`config.mk`:
```
export PLATFORM = sky130hd
export DESIGN_NAME = feistel_round_sequencer
export DESIGN_NICKNAME = d
export VERILOG_FILES = /design/src/rtl/feistel_seq_pkg.sv /design/src/rtl/feistel_keysched.sv /design/src/rtl/feistel_round_sequencer.sv
export SDC_FILE = /design/constraint.sdc
export NUM_CORES = 1
export LEC_CHECK = 0
export ABC_AREA = 1
export CAP_MARGIN = 20
export CORE_AREA = 2 2 193 195
export CTS_CLUSTER_SIZE = 30
export DETAILED_ROUTE_END_ITERATION = 10
export DIE_AREA = 0 0 195 197
export GPL_TIMING_DRIVEN = 0
export PLACE_DENSITY = 0.57
export SETUP_SLACK_MARGIN = 0.3
export SYNTH_ARGS = -nofsm -noshare
export SYNTH_HDL_FRONTEND = slang
export SYNTH_SLANG_ARGS = --single-unit
```
`constraint.sdc`:
```
create_clock -name clk -period 3.39 [get_ports clk]
set_input_delay 0.5085 -clock clk [delete_from_list [all_inputs] [get_ports clk]]
set_output_delay 0.5085 -clock clk [all_outputs]
set_load 0.02 [all_outputs]
```
`src/rtl/feistel_seq_pkg.sv`:
```
// Shared definitions for the Feistel round sequencer.
//   BLK_W       : width of a block half and of the key
//   IDX_W       : width of the round index
//   seq_state_t : sequencer FSM state
//   rotl_blk    : left-rotate a BLK_W word by any amount (taken modulo BLK_W)
package feistel_seq_pkg;

    localparam int BLK_W = 48;
    localparam int IDX_W = 6;

    typedef enum logic [1:0] {
        IDLE = 2'd0,
        RUN  = 2'd1,
        DONE = 2'd2
    } seq_state_t;

    function automatic logic [BLK_W-1:0] rotl_blk(input logic [BLK_W-1:0] x,
                                                  input int unsigned      n);
        int unsigned s;
        s = n % BLK_W;
        if (s == 0) return x;
        return (x << s) | (x >> (BLK_W - s));
    endfunction

endpackage

```
`src/rtl/feistel_keysched.sv`:
```
// Round-key generator.
//   clk, rst_n : clock, synchronous active-low reset (key cleared)
//   load       : capture in_key / decrypt at block acceptance
//   step       : advance to the next round key
//   decrypt    : direction latched on load
//   in_key     : master key
//   key        : current round key (registered)
// Encrypt starts at the master key and rotates left KEY_ROT per round.
// Decrypt starts at the last encrypt key and rotates right KEY_ROT per round,
// so the same keys are produced in reverse order.
module feistel_keysched
    import feistel_seq_pkg::*;
#(
    parameter int NUM_ROUNDS = 16,
    parameter int KEY_ROT    = 1
) (
    input  logic             clk,
    input  logic             rst_n,
    input  logic             load,
    input  logic             step,
    input  logic             decrypt,
    input  logic [BLK_W-1:0] in_key,
    output logic [BLK_W-1:0] key
);

    localparam int unsigned START_ROT = (KEY_ROT * (NUM_ROUNDS - 1)) % BLK_W;
    localparam int unsigned STEP_ROT  = KEY_ROT % BLK_W;
    localparam int unsigned BACK_ROT  = (BLK_W - STEP_ROT) % BLK_W;

    logic dec_mode;

    always_ff @(posedge clk) begin
        if (!rst_n) begin
            key      <= '0;
            dec_mode <= 1'b0;
        end else if (load) begin
            key      <= decrypt ? rotl_blk(in_key, START_ROT) : in_key;
            dec_mode <= decrypt;
        end else if (step) begin
            key <= dec_mode ? rotl_blk(key, BACK_ROT) : rotl_blk(key, STEP_ROT);
        end
    end

endmodule

```
`src/rtl/feistel_round_sequencer.sv`:
```
// Sequences NUM_ROUNDS Feistel rounds through an external round datapath.
//   clk, rst_n          : clock, synchronous active-low reset
//   in_valid/in_ready   : block-input handshake (ready only while idle)
//   in_l, in_r, in_key  : block halves and master key, sampled on accept
//   in_decrypt          : use round keys in reverse order
//   out_valid/out_ready : result handshake, result held until taken
//   out_l, out_r        : result halves (no final swap)
//   dp_li, dp_ri, dp_ki : registered inputs to the round datapath
//   dp_lio, dp_rio      : round datapath results, captured at round end
//   abort               : cancel the block in flight (RUN only)
//   busy                : high in RUN and DONE
//   round_idx           : current round, 0 while idle
// Each round lasts RND_LAT+1 cycles so the datapath result has settled by
// the final edge of the round.
module feistel_round_sequencer
    import feistel_seq_pkg::*;
#(
    parameter int NUM_ROUNDS = 16,
    parameter int RND_LAT    = 1,
    parameter int KEY_ROT    = 1
) (
    input  logic             clk,
    input  logic             rst_n,
    input  logic             in_valid,
    output logic             in_ready,
    input  logic [BLK_W-1:0] in_l,
    input  logic [BLK_W-1:0] in_r,
    input  logic [BLK_W-1:0] in_key,
    input  logic             in_decrypt,
    output logic             out_valid,
    input  logic             out_ready,
    output logic [BLK_W-1:0] out_l,
    output logic [BLK_W-1:0] out_r,
    output logic [BLK_W-1:0] dp_li,
    output logic [BLK_W-1:0] dp_ri,
    output logic [BLK_W-1:0] dp_ki,
    input  logic [BLK_W-1:0] dp_lio,
    input  logic [BLK_W-1:0] dp_rio,
    input  logic             abort,
    output logic             busy,
    output logic [IDX_W-1:0] round_idx
);

    localparam int LAT_W = 3;

    seq_state_t       state;
    logic [BLK_W-1:0] blk_l;
    logic [BLK_W-1:0] blk_r;
    logic [BLK_W-1:0] round_key;
    logic [LAT_W-1:0] wait_cnt;
    logic             round_end;
    logic             last_round;
    logic             key_load;
    logic             key_step;

    assign round_end  = (state == RUN) && (wait_cnt == LAT_W'(RND_LAT));
    assign last_round = (round_idx == IDX_W'(NUM_ROUNDS - 1));
    assign key_load   = (state == IDLE) && in_valid;
    assign key_step   = round_end && !abort;

    feistel_keysched #(
        .NUM_ROUNDS (NUM_ROUNDS),
        .KEY_ROT    (KEY_ROT)
    ) u_keysched (
        .clk     (clk),
        .rst_n   (rst_n),
        .load    (key_load),
        .step    (key_step),
        .decrypt (in_decrypt),
        .in_key  (in_key),
        .key     (round_key)
    );

    always_ff @(posedge clk) begin
        if (!rst_n) begin
            state     <= IDLE;
            blk_l     <= '0;
            blk_r     <= '0;
            round_idx <= '0;
            wait_cnt  <= '0;
            in_ready  <= 1'b1;
            out_valid <= 1'b0;
            busy      <= 1'b0;
        end else begin
            case (state)
                IDLE: begin
                    if (in_valid) begin
                        blk_l     <= in_l;
                        blk_r     <= in_r;
                        round_idx <= '0;
                        wait_cnt  <= '0;
                        in_ready  <= 1'b0;
                        busy      <= 1'b1;
                        state     <= RUN;
                    end
                end
                RUN: begin
                    if (abort) begin
                        round_idx <= '0;
                        wait_cnt  <= '0;
                        in_ready  <= 1'b1;
                        busy      <= 1'b0;
                        state     <= IDLE;
                    end else if (round_end) begin
                        blk_l     <= dp_lio;
                        blk_r     <= dp_rio;
                        wait_cnt  <= '0;
                        round_idx <= round_idx + IDX_W'(1);
                        if (last_round) begin
                            out_valid <= 1'b1;
                            state     <= DONE;
                        end
                    end else begin
                        wait_cnt <= wait_cnt + LAT_W'(1);
                    end
                end
                DONE: begin
                    // round_idx keeps its final count until the result is taken
                    if (out_ready) begin
                        round_idx <= '0;
                        out_valid <= 1'b0;
                        in_ready  <= 1'b1;
                        busy      <= 1'b0;
                        state     <= IDLE;
                    end
                end
                default: state <= IDLE;
            endcase
        end
    end

    assign dp_li = blk_l;
    assign dp_ri = blk_r;
    assign dp_ki = round_key;
    assign out_l = blk_l;
    assign out_r = blk_r;

endmodule
```
==> flow_summary.json, run 1 <==
{
  "worstSetupPathType": "in2reg",
  "report.final.slew_viol_count": 0,
  "portBuffers": 494,
  "synth_most_common_cell": "nand2_1",
  "grt_antenna_before_repair": 1,
  "htreeDepth": 4,
  "yosysWarnings": 0,
  "wirelength_um": 41700,
  "met3_length_um": 2700,
  "synth_cell_types": 25,
  "hp-class": "reg2reg",
  "wl_met1_um": 17900,
  "globalplace.congestion": 0.899,
  "first_pass_iters": 6,
  "initial_core_util": 0.250,
  "fill_cells": 3784,
  "yosysTopAreaCell": "dfxtp_1",
  "yosysSeqAreaShare": 0.351,
  "path_max_fanout": 10,
  "cp.required_ns": 3.77,
  "grt_pass1_wl_um": 62500,
  "seq_area_sq_um": 3180,
  "critPathLaunchType": "input port",
  "worst_slack_ns": 1.04,
  "post-route-period-util": 0.694,
  "dr_wl_met2_um": 20300,
  "synth-main-ff-cell": "dfxtp_1",
  "grt_usage": 0.211,
  "grt_max_degree": 17,
  "post-place-ws_ns": 0.296,
  "wl_per_cell_um": 17.2,
  "yosys-top-cells-count": "nand2_1 (371), nor2_1 (298), o21ai_0 (183)",
  "synth_async_sr_flop_share": 0,
  "synth_edf_count": 0,
  "path_clk_slew_ns": 0.06,
  "max_stage_delay_ns": 0.74,
  "route.vias.total": 11100,
  "worst-path-buf-inv": 3,
  "grt_pass1_vias": 10700,
  "nets": 2205,
  "cp_top_family": "buffers and inverters",
  "leakagePower_nw": 6.65,
  "period_minus_slack_ns": 2.35,
  "hold_buffers": 0,
  "cts_sinks": 159,
  "top_layer": "met5",
  "syn-num-nets": 1692,
  "cts_buffers": 17,
  "rows": 70,
  "core_area_sq_um": 36300,
  "drc": 0,
  "setup_viol": 0,
  "vdd_ir_drop_max_mv": 0.448,
  "syn_avg_cell_area_sq_um": 6.31,
  "crit_path_cell_trace": "clkdlybuf4s50_1 > clkbuf_1 > clkbuf_1 > o21ai_0 > nor2_1",
  "grt_setup_unrepaired": "false",
  "overflow": 0,
  "ant_nets": 0,
  "hold_violations": 0,
  "clockBufferDepth": 2,
  "clock_latency_ns": 0.44,
  "maxCapViolCount": 0,
  "slew_headroom": 0.466,
  "antenna_cells": 0,
  "drt-vias-per-instance": 4.55,
  "arrival_ns": 2.73,
  "synth_area_sq_um": 9080,
  "power_density_nw_per_um2": 942,
  "tns_ns": 0,
  "hpwlAfterDp_um": 33700,
  "drtIter0Drc": 615,
  "cp_slowest_cell": "clkdlybuf4s50_1",
  "die_area_sq_um": 38400,
  "fmax_mhz": 425,
  "cpMostUsedCell": "clkbuf_1",
  "cts_tree": "yes",
  "yosys-top-cells-area": "dfxtp_1 (35%), nand2_1 (15%), nor2_1 (12%)",
  "syn_inst": 1439,
  "ys_seq_elements": 159,
  "status": "completed",
  "worst_pin_slew_ns": 0.801,
  "multi_input_area_sq_um": 4560,
  "cts_setup_buffers": 0,
  "yosysTopAreaCellShare": 0.351,
  "die_w_um": 195,
  "io_pins": 495,
  "syn_to_final_growth_pct": 67.1,
  "die_h_um": 197,
  "root_buffer": "clkbuf_16",
  "drive_above_1_share": 0.0759,
  "end_kind": "flop",
  "skew_ns": 0.00507,
  "cts_resized": 0
}
-- area by class of cell --
class / count / share of cell area
tap: 468 / 0.0386
inverter: 61 / 0.0151
timing repair buffer: 494 / 0.326
multi-input combinational: 1026 / 0.300
clock inverter: 10 / 0.00759
clock buffer: 21 / 0.0297
buffer: 193 / 0.0731
sequential: 159 / 0.210
-- flip-flops by register name, summed over array words and instances (netlist names) --
name / count
dp_li: 48
dp_ri: 48
out_valid: 1
in_ready: 1
u_keysched.key: 48
state: 2
wait_cnt: 3
u_keysched.dec_mode: 1
round_idx: 6
busy: 1
-- per-layer routing --
metal,up-vias,GRT usage
met3,46,0.0476
li1,5537,-
met5,-,0
met2,413,0.362
met1,5076,0.265
met4,2,0.0582
-- worst min-delay path: stages (launching register included) --
cell,delay (ns)
dfxtp_1,0.31
nand2_1,0.06
nand2_1,0.04
-- path summary, 6_finish.rpt --
| path | start | endpoint | cells after the start | slack (ns) |
|---|---|---|---|---|
| max reg2reg | state[1]$_SDFFE_PN0P_ | dp_ri[32]$_SDFFE_PN0P_ | 11 | 1.05 |
| max | rst_n | dp_ri[46]$_SDFFE_PN0P_ | 5 | 1.04 |
| min | busy$_SDFFE_PN0P_ | busy$_SDFFE_PN0P_ | 2 | 0.45 |
| min reg2reg | busy$_SDFFE_PN0P_ | busy$_SDFFE_PN0P_ | 2 | 0.45 |
-- metrics by stage --
step	hold slack (ns)	area [sq um]	cells	utilization	power [mW]
6_report	0.451	15200	2432	0.418	14.3
5_1_grt	0.505	15200	2432	0.418	15.3
4_1_cts	0.455	15200	2432	0.418	14.4
3_5_place_dp	0.447	14600	2401	0.403	12.5
2_1_floorplan	0.471	9080	1439	-	8.30
3_3_place_gp	0.440	14600	2401	0.403	12.4
-- cell families after synthesis --
logic type | count (synthesis) | synth area share
AND/OR/NAND/NOR | 733 | 0.320
adder cells (fa/ha/maj) | 7 | 0.00965
buffers and inverters | 254 | 0.147
AO/OA/AOI/OAI | 286 | 0.172
flip-flops | 159 | 0.351
-- cells in the final DEF (no fill, tap or decap), drive strengths merged, types with 3 or more instances in the layout --
cell and count:
dfxtp 159, clkdlybuf4s50 494, nand2 372, inv 60, buf 122, ha 7, o21ai 199, nand3 7
clkbuf 92, a21oi 37, clkinvlp 3, nor2 299, and3 48, o211ai 49, clkinv 6, nand4 4
-- where the power goes --
group	internal, mW	leakage [nW]	switching [mW]
logic	4.05	5.07	4.89
clock network	1.10	0.269	0.815
registers	2.65	1.31	0.790
Note: power is estimated with default switching activity, not from simulation.
==> inputs of run 2 (changes only) <==
--- a/config.mk
+++ b/config.mk
@@ -12,7 +12,7 @@
 export DETAILED_ROUTE_END_ITERATION = 10
 export DIE_AREA = 0 0 195 197
 export GPL_TIMING_DRIVEN = 0
-export PLACE_DENSITY = 0.57
+export PLACE_DENSITY = 0.59
 export SETUP_SLACK_MARGIN = 0.3
 export SYNTH_ARGS = -nofsm -noshare
 export SYNTH_HDL_FRONTEND = slang
==> constraint.sdc (replaced) <==
create_clock -name clk -period 2.11 [get_ports clk]
set_input_delay 0.3165 -clock clk [delete_from_list [all_inputs] [get_ports clk]]
set_output_delay 0.3165 -clock clk [all_outputs]
set_load 0.02 [all_outputs]
==> flow_summary.json, run 2 (synthesized netlist as in run 1, its figures left out) <==
{
  "portBuffers": 494,
  "status": "completed",
  "maxCapViolCount": 0,
  "drt-vias-per-instance": 4.61,
  "cts_buffers": 17,
  "p_total_mw": 23.3,
  "worst_slack_ns": 0.296,
  "whs_path_depth": 2,
  "end_kind": "flop",
  "crit_path_cell_trace": "inv_4 > ha_4 > nand2_8 > o21ai_4 > inv_2 > nor2_4 > buf_12 > inv_6 > buf_12 > buf_6 > nor2_1 > nor2_1",
  "cts_sinks": 159,
  "grt_pass1_wl_um": 63700,
  "hold_buffers": 0,
  "die_h_um": 197,
  "htreeDepth": 4,
  "drtIter0Drc": 731,
  "rows": 70,
  "worstSetupPathType": "reg2reg",
  "final_area_sq_um": 15700,
  "grt_max_degree": 17,
  "cp.required_ns": 2.45,
  "hpwlAfterDp_um": 34200,
  "clockBufferDepth": 2,
  "grt_antenna_before_repair": 0,
  "placed_area_sq_um": 14600,
  "layout_common_cells": "nand2_1 (368), clkdlybuf4s50_1 (292), nor2_1 (269), o21ai_0 (164), dlygate4sd2_1 (153)",
  "period_minus_slack_ns": 1.81,
  "cts_tree": "yes",
  "path_clk_slew_ns": 0.07,
  "initial_core_util": 0.250,
  "report.final.slew_viol_count": 0,
  "worst-path-buf-inv": 6,
  "first_pass_iters": 5,
  "drive_above_1_share": 0.130,
  "final_util": 0.432,
  "post-place-ws_ns": -0.763,
  "drc": 0,
  "setup_viol": 0,
  "die_area_sq_um": 38400,
  "hold_violations": 0,
  "fmax_mhz": 551,
  "wirelength_um": 43300,
  "r2r_cells": 12,
  "route.vias.total": 11300,
  "root_buffer": "clkbuf_16",
  "leakagePower_nw": 8.25,
  "post-route-period-util": 0.859,
  "vdd_ir_drop_max_mv": 0.635,
  "critPathLaunchType": "flop",
  "cp_slowest_cell": "dfxtp_4",
  "nets": 2221,
  "die_w_um": 195,
  "arrival_ns": 2.15,
  "tns_ns": 0,
  "slew_headroom": 0.580,
  "io_pins": 495,
  "cp.depth": 12,
  "hp-class": "reg2reg",
  "cp_top_family": "buffers and inverters",
  "skew_ns": 0.00939,
  "path_max_fanout": 10,
  "core_area_sq_um": 36300,
  "worst_pin_slew_ns": 0.631,
  "dp.cells": 2401,
  "grt_pass1_vias": 11000,
  "max_stage_delay_ns": 0.36,
  "grt_setup_unrepaired": "true",
  "holdWs_ns": 0.453,
  "globalplace.congestion": 0.926,
  "clock_latency_ns": 0.45,
  "layoutNonFillerInstCount": 2448,
  "syn_to_final_growth_pct": 72.6,
  "ant_nets": 0,
  "power_density_nw_per_um2": 1490,
  "mostFrequentLayoutCell": "nand2_1",
  "antenna_cells": 0,
  "wl_per_cell_um": 17.7,
  "grt_usage": 0.215,
  "overflow": 0
}
run 2: cell types whose count changed in the layout (fill, tap and decap cells not counted), sizes merged, moves of 11 or more:
cell / change
buf: +26
clkbuf: -11
clkdlybuf4s50: -202
dlygate4sd2: +153
dlymetal6s2s: +49
run 2: metal layers:
layer  GRT usage  vias to the layer above  share of wire
li1            -                     5582              -
met1       0.264                     5209           0.42
met2       0.379                      451           0.49
met3      0.0450                       42          0.067
met4      0.0591                        0          0.019
met5           0                        -              0
run 2: timing repair:
item | CTS | global route
pin swaps | 5 | 5
setup endpoints to repair | 309 | 192
cloned | 0 | 3
resized for setup | 242 | 164
setup buffers | 6 | 8
run 2: power breakdown:
| part | internal (mW) | switching [mW] |
|---|---|---|
| Clock | 1.64 | 1.39 |
| Sequential | 4.29 | 1.29 |
| Combinational | 6.42 | 8.26 |
| Total | 12.3 | 10.9 |
run 2: cell type report:
cell class	count	area, sq um
fill	3902	20600
timing repair buffer	510	5040
multi-input combinational	1027	4710
sequential	159	3210
buffer	192	1310
tap	468	586
clock buffer	21	480
inverter	61	246
clock inverter	10	78.8
run 2: worst min-delay path, stage by stage (launching register included):
cell and delay [ns]:
dfxtp_1 0.31, nand2_1 0.06, nand2_1 0.04
run 2: path summary, 6_finish.rpt:
kind / startpoint / endpoint / slack [ns]
setup / recovery: state[1]$_SDFFE_PN0P_ / dp_ri[35]$_SDFFE_PN0P_ / 0.30
hold / removal: busy$_SDFFE_PN0P_ / busy$_SDFFE_PN0P_ / 0.45
setup reg to reg: state[1]$_SDFFE_PN0P_ / dp_ri[35]$_SDFFE_PN0P_ / 0.30
hold reg to reg: busy$_SDFFE_PN0P_ / busy$_SDFFE_PN0P_ / 0.45
